`config.mk`:
```
export PLATFORM = sky130hd
export DESIGN_NAME = regfile_2r1w_flat
export DESIGN_NICKNAME = d
export VERILOG_FILES = /design/src/rtl/regfile_2r1w_if.sv /design/src/rtl/regfile_2r1w.sv /design/src/flat_wrapper.sv
export SDC_FILE = /design/constraint.sdc
export NUM_CORES = 2
export LEC_CHECK = 0
export ABC_CLOCK_PERIOD_IN_PS = 41300
export CORE_MARGIN = 2
export CORE_UTILIZATION = 53
export DETAILED_ROUTE_END_ITERATION = 6
export GPL_ROUTABILITY_DRIVEN = 0
export PLACE_DENSITY = 0.7
export SLEW_MARGIN = 25
export SYNTH_ARGS = -nofsm -noshare
export SYNTH_HDL_FRONTEND = slang
export SYNTH_SLANG_ARGS = --single-unit
```
`constraint.sdc`:
```
create_clock -name clk -period 41.3 [get_ports clk]
set_input_delay 6.195 -clock clk [delete_from_list [all_inputs] [get_ports clk]]
set_output_delay 6.195 -clock clk [all_outputs]
set_load 0.02 [all_outputs]
```
`src/rtl/regfile_2r1w_if.sv`:
```
// Register file access bus: two decode read ports, one writeback write port,
// a registered debug read port and the committed-write counter.
interface regfile_2r1w_if #(
  parameter int unsigned DW = 32,
  parameter int unsigned AW = 5
);
  logic [AW-1:0] ra_addr;
  logic [DW-1:0] ra_data;
  logic [AW-1:0] rb_addr;
  logic [DW-1:0] rb_data;
  logic          we;
  logic [AW-1:0] wa_addr;
  logic [DW-1:0] wd;
  logic [AW-1:0] dbg_addr;
  logic [DW-1:0] dbg_data;
  logic [15:0]   wr_count;

  // Pipeline side: issues addresses and writes, consumes read data
  modport master (
    output ra_addr, rb_addr, we, wa_addr, wd, dbg_addr,
    input  ra_data, rb_data, dbg_data, wr_count
  );

  // Register file side
  modport slave (
    input  ra_addr, rb_addr, we, wa_addr, wd, dbg_addr,
    output ra_data, rb_data, dbg_data, wr_count
  );
endinterface

```
`src/rtl/regfile_2r1w.sv`:
```
// 32 x 32 MIPS GPR file: two combinational read ports with optional same-cycle
// write forwarding, one synchronous write port, registered debug read port,
// and a wrapping count of committed writes. Register $0 reads as zero.
module regfile_2r1w #(
  parameter int unsigned DW     = 32,
  parameter int unsigned AW     = 5,
  parameter bit          BYPASS = 1'b1
) (
  input  logic          clk,
  input  logic          rst,
  regfile_2r1w_if.slave bus
);

  localparam int unsigned DEPTH = 1 << AW;
  localparam int unsigned CW    = 16;

  // Entry 0 has no storage; it is decoded to zero on every read path
  logic [DW-1:0] r_mem [1:DEPTH-1];
  logic [DW-1:0] r_dbg_data;
  logic [CW-1:0] r_wr_count;

  logic          w_wr_en;
  logic          w_fwd_en;
  logic [DW-1:0] w_ra_data;
  logic [DW-1:0] w_rb_data;

  // A write commits only to a non-zero destination
  assign w_wr_en  = bus.we && (bus.wa_addr != '0);
  // Forwarding is suppressed during reset so reads agree with the cleared array
  assign w_fwd_en = BYPASS && w_wr_en && !rst;

  // Read mux shared by ports A and B
  function automatic logic [DW-1:0] read_port(input logic [AW-1:0] addr);
    logic [DW-1:0] val;
    val = '0;
    if (addr != '0) begin
      if (w_fwd_en && (addr == bus.wa_addr)) begin
        val = bus.wd;
      end else begin
        val = r_mem[addr];
      end
    end
    return val;
  endfunction

  // Storage array: cleared on reset, written at the clock edge
  always_ff @(posedge clk or posedge rst) begin
    if (rst) begin
      for (int i = 1; i < int'(DEPTH); i++) begin
        r_mem[i] <= '0;
      end
    end else if (w_wr_en) begin
      r_mem[bus.wa_addr] <= bus.wd;
    end
  end

  // Committed-write counter, wraps naturally
  always_ff @(posedge clk or posedge rst) begin
    if (rst) begin
      r_wr_count <= '0;
    end else if (w_wr_en) begin
      r_wr_count <= r_wr_count + CW'(1);
    end
  end

  // Debug port samples the pre-write stored value, no forwarding
  always_ff @(posedge clk or posedge rst) begin
    if (rst) begin
      r_dbg_data <= '0;
    end else if (bus.dbg_addr == '0) begin
      r_dbg_data <= '0;
    end else begin
      r_dbg_data <= r_mem[bus.dbg_addr];
    end
  end

  // Combinational decode read ports
  always_comb begin
    w_ra_data = '0;
    w_rb_data = '0;
    w_ra_data = read_port(bus.ra_addr);
    w_rb_data = read_port(bus.rb_addr);
  end

  assign bus.ra_data  = w_ra_data;
  assign bus.rb_data  = w_rb_data;
  assign bus.dbg_data = r_dbg_data;
  assign bus.wr_count = r_wr_count;

endmodule
```
`src/flat_wrapper.sv`:
```
// flat-port wrapper written by rule: the top's interface ports become plain ports
module regfile_2r1w_flat 
#(
  parameter int unsigned DW     = 32,
  parameter int unsigned AW     = 5,
  parameter bit          BYPASS = 1'b1
)
  (clk, rst, bus_ra_addr, bus_rb_addr, bus_we, bus_wa_addr, bus_wd, bus_dbg_addr, bus_ra_data, bus_rb_data, bus_dbg_data, bus_wr_count);
  regfile_2r1w_if #(.DW(DW), .AW(AW)) bus_i ();
  input  logic clk;
  input  logic rst;
  input wire logic [$bits(bus_i.ra_addr)-1:0] bus_ra_addr;
  input wire logic [$bits(bus_i.rb_addr)-1:0] bus_rb_addr;
  input wire logic [$bits(bus_i.we)-1:0] bus_we;
  input wire logic [$bits(bus_i.wa_addr)-1:0] bus_wa_addr;
  input wire logic [$bits(bus_i.wd)-1:0] bus_wd;
  input wire logic [$bits(bus_i.dbg_addr)-1:0] bus_dbg_addr;
  output wire logic [$bits(bus_i.ra_data)-1:0] bus_ra_data;
  output wire logic [$bits(bus_i.rb_data)-1:0] bus_rb_data;
  output wire logic [$bits(bus_i.dbg_data)-1:0] bus_dbg_data;
  output wire logic [$bits(bus_i.wr_count)-1:0] bus_wr_count;
  assign bus_i.ra_addr = bus_ra_addr;
  assign bus_i.rb_addr = bus_rb_addr;
  assign bus_i.we = bus_we;
  assign bus_i.wa_addr = bus_wa_addr;
  assign bus_i.wd = bus_wd;
  assign bus_i.dbg_addr = bus_dbg_addr;
  assign bus_ra_data = bus_i.ra_data;
  assign bus_rb_data = bus_i.rb_data;
  assign bus_dbg_data = bus_i.dbg_data;
  assign bus_wr_count = bus_i.wr_count;
  regfile_2r1w #(.DW(DW), .AW(AW), .BYPASS(BYPASS)) u_core (.clk(clk), .rst(rst), .bus(bus_i));
endmodule
```
==> results.tsv <==
stage	metric	value	unit
global_route	global-route wire length before repair	298	mm
power	switching share of power	28.6	%
setup_path	Critical R2R Launch	u_core.r_mem[385]$_DFFE_PP0P_	
synth	leading post-synthesis cells by cell area	dfrtp_1 (41%), mux4_2 (28%), mux2_2 (20%)	
detailed_routing	routed len/inst	35.7	um
floorplanning	Die Wd	350	um
power	power per cell area	48.0	mW/mm^2
global_route	met1 Use GR	47.9	%
detailed_routing	Routed Antenna Nets	0	
synth	synthesized net count	4185	
timing	unrepaired setup endpoints after global routing	false	
setup_path	crit-path max cell delay	850	ps
setup_path	WP buf/inv	5	
layout	Design Area, Final	0.0698	sq mm
timing	setup_tns	0	ps
timing	FMAX	57.0	MHz
synth	Synth area leader	dfrtp_1	
setup_path	CP Depth	10	
synth	Top FF cell, synth	dfrtp_1	
power	Gate power share	25.4	%
setup_path	Crit path required time	35100	ps
global_route	layer with the highest usage	met2	
global_route	vias in the first global route	42857	
synth	Yosys reg bits	1040	
timing	clk_skew	30.7	ps
worst_hold_path	hold path startpoint	u_core.bus.wr_count[15]$_DFFE_PP0P_	
cts	CTS Hold Bufs	0	
layout	Final nets	4085	
synth	post-synthesis instance total	4129	
setup_path	CP top delay family	buffers and inverters	
setup_path	most frequent CP cell	buf_4	
setup_path	slowest CP cell	buf_4	
outcome	outcome	finished clean	
synth	synth warn	0	
power	internal power	2.39	mW
synth	Post-synth EDFFs	0	
cts	Root Driver	clkbuf_16	
placed_design	dpl hpwl	107	mm
timing	Final Hold Fails	0	
cts	CTS Buf Count	113	
floorplanning	Die Ht	350	um
cts	# clock sinks	1040	
power	Tot Pwr	3.35	mW
floorplanning	Rows	126	
global_route	largest net degree at the start of global routing	168	
floorplanning	Initial Util	53.6	%
worst_hold_path	Hold WC Path Type	reg -> reg	
detailed_routing	routed wire length	202	mm
synth	top cell type's share of synthesized area	41.1	%
setup_path	CP Cell Sequence	buf_8 -> buf_4 -> buf_4 -> buf_4 -> mux4_2 -> nor2b_1 -> nor3_1 -> a21oi_1 -> a211oi_1 -> clkdlybuf4s50_1	
floorplanning	Core Footprint	0.118	sq mm
floorplanning	io pins	167	
detailed_routing	initial drt markers	5546	
cts	Clock Latency Late Sink	720	ps
layout	post-layout util	59.0	%
worst_hold_path	Hold EP	u_core.bus.wr_count[15]$_DFFE_PP0P_	
setup_path	CP Class	in -> out	
synth	area of the mapped netlist	0.0633	sq mm
power	Sequential Power Share	42.0	%
global_route	M3 GR Usage	8.40	%
cts	CTS max path bufs	3	
power	Net Switching	959	uW
timing	Worst Tran Pin Value	1110	ps
flow_run	MaxCap Viol Count	0	
layout	Layout area overhead	10.2	%
global_route	overall global routing resource usage	33.6	%
synth	most frequent cell after synthesis	mux2_2	
detailed_routing	vias per cell	7.44	
cts	CTS tree	yes	
setup_path	critical-path maximum fanout	48	
power	clock group share of total power	32.6	%
setup_path	worst reg2reg path depth	3	
global_route	GRT overflow	0	
cts	Setup Buffers After CTS	0	
cts	htree depth	3	
timing	period utilization	42.5	%
setup_path	arrival time at the worst endpoint	11360	ps
global_route	M2 GR Usage	50.1	%
layout	share of cells above drive strength 1	56.1	%
setup_path	worst r2r dst	u_core.bus.dbg_data[1]$_DFF_PP0_	
synth	list of most frequent post-synthesis cells	mux2_2 (1148), dfrtp_1 (1040), mux4_2 (792)	
synth	sequential fraction of the synthesis area	41.1	%
detailed_routing	DRC	0	
detailed_routing	total vias in the final route	42135	
synth	Mean Syn Cell Area	15.3	sq um
placed_design	DP Area	0.0658	sq mm
cts	Reg clk slew, reported paths	60	ps
timing	Setup violations, final	0	
timing	Final Critical Period	17550	ps
synth	Post-synth ARST share	100	%
worst_hold_path	Hold Path Depth	1	
timing	Slew HR	26.3	%
setup_path	crit start category	input pin	
global_route	antenna violations before repair	5	
synth	Synth cell types	49	
setup_path	Crit. End Element	output port	
detailed_routing	drt pass-1 iters	5	
power	Max IR drop VDD	34.0	uV
placed_design	IO Port Bufs	166	
setup_path	Register-to-Register Setup Slack	39350	ps
floorplanning	Die ar.	0.122	sq mm
cts	CTS resizes	0	
timing	pins over their slew limit	0	
power	LEAKAGE	28.8	nW
-- cell type report --
type,instances,area [sq um]
clock buffers,148,3160
inverters,10,50.0
well taps,1536,1920
repair buffers,266,2430
multi-input cells,2598,35400
diodes,1,2.50
fillers,9019,48500
clock inverters,62,808
flip-flops and latches,1040,26000
-- cells by family (layout without fill, tap and decap cells) --
| group | Yosys count | after routing | share of synthesized area (%) |
|---|---|---|---|
| AOI/OAI and AO/OA | 302 | 302 | 3.30 |
| and+or+nand+nor | 279 | 279 | 2.35 |
| other | 0 | 1 | 0 |
| DFF | 1040 | 1040 | 41.1 |
| buffers and inverters | 491 | 486 | 3.46 |
| adders and majority gates | 1 | 1 | 0.0198 |
| muxes | 1991 | 1991 | 49.4 |
| xor gates and xnor gates | 25 | 25 | 0.346 |
-- layout by cell type, fill, tap and decap left out, drive strengths merged, types with 3 or more instances in the layout --
cell	count
nor3	123
nor2b	65
nor2	23
nand3b	4
dfrtp	1040
a21oi	64
clkbuf	150
mux4	792
a22o	31
xnor2	20
mux2i	20
bufinv	18
o221a	4
nand2	27
clkinv	31
a221oi	64
a211oi	60
buf	128
nand2b	3
nor3b	3
or3	3
clkdlybuf4s50	136
nand3	11
o21ai	64
nand4b	4
xor2	5
mux2	1179
clkinvlp	10
o211ai	4
inv	13
-- power by group through the flow --
stage	Sequential, mW	Combinational, mW	Clock, mW
after CTS	1.40	0.850	1.10
after floorplan	1.38	0.643	0
after global placement	1.40	0.832	0
final	1.41	0.851	1.09
after detailed placement	1.42	0.847	0
after global routing	1.44	0.900	1.15
-- flip-flops by register name (all words and copies together) (netlist names) --
register,count
u_core.bus.dbg_data,32
u_core.r_mem,992
u_core.bus.wr_count,16
-- layer usage --
layer	up-vias	wire (um)
met5	-	0
met4	0	8430
met3	504	21800
met2	2505	91800
met1	22798	80000
li1	16328	-
-- through the flow --
step / hold slack (ps) / setup WS, ps / instances
floorplan: 495 / 5830 / 4129
global placement: 463 / 23770 / 5449
detailed placement: 486 / 23740 / 5449
CTS: 498 / 23740 / 5659
global route: 511 / 23350 / 5661
finish: 489 / 23750 / 5661
-- worst register-to-register path, cell delays in order, from the launching register on --
cell and delay, ps:
dfrtp_1 410, mux4_2 570, mux4_2 480, mux2_2 350
-- worst max-delay path by stage --
stage / start / to / slack, ps
finish: bus_rb_addr[0] / bus_rb_data[1] / 23750
global route: bus_rb_addr[0] / bus_rb_data[1] / 23350
CTS: bus_rb_addr[0] / bus_rb_data[29] / 23740
detailed placement: bus_rb_addr[0] / bus_rb_data[29] / 23740
global placement: bus_rb_addr[0] / bus_rb_data[1] / 23770
floorplan: rst / u_core.bus.dbg_data[0]$_DFF_PP0_ / 5830
Note: power is estimated with default switching activity, not from simulation.
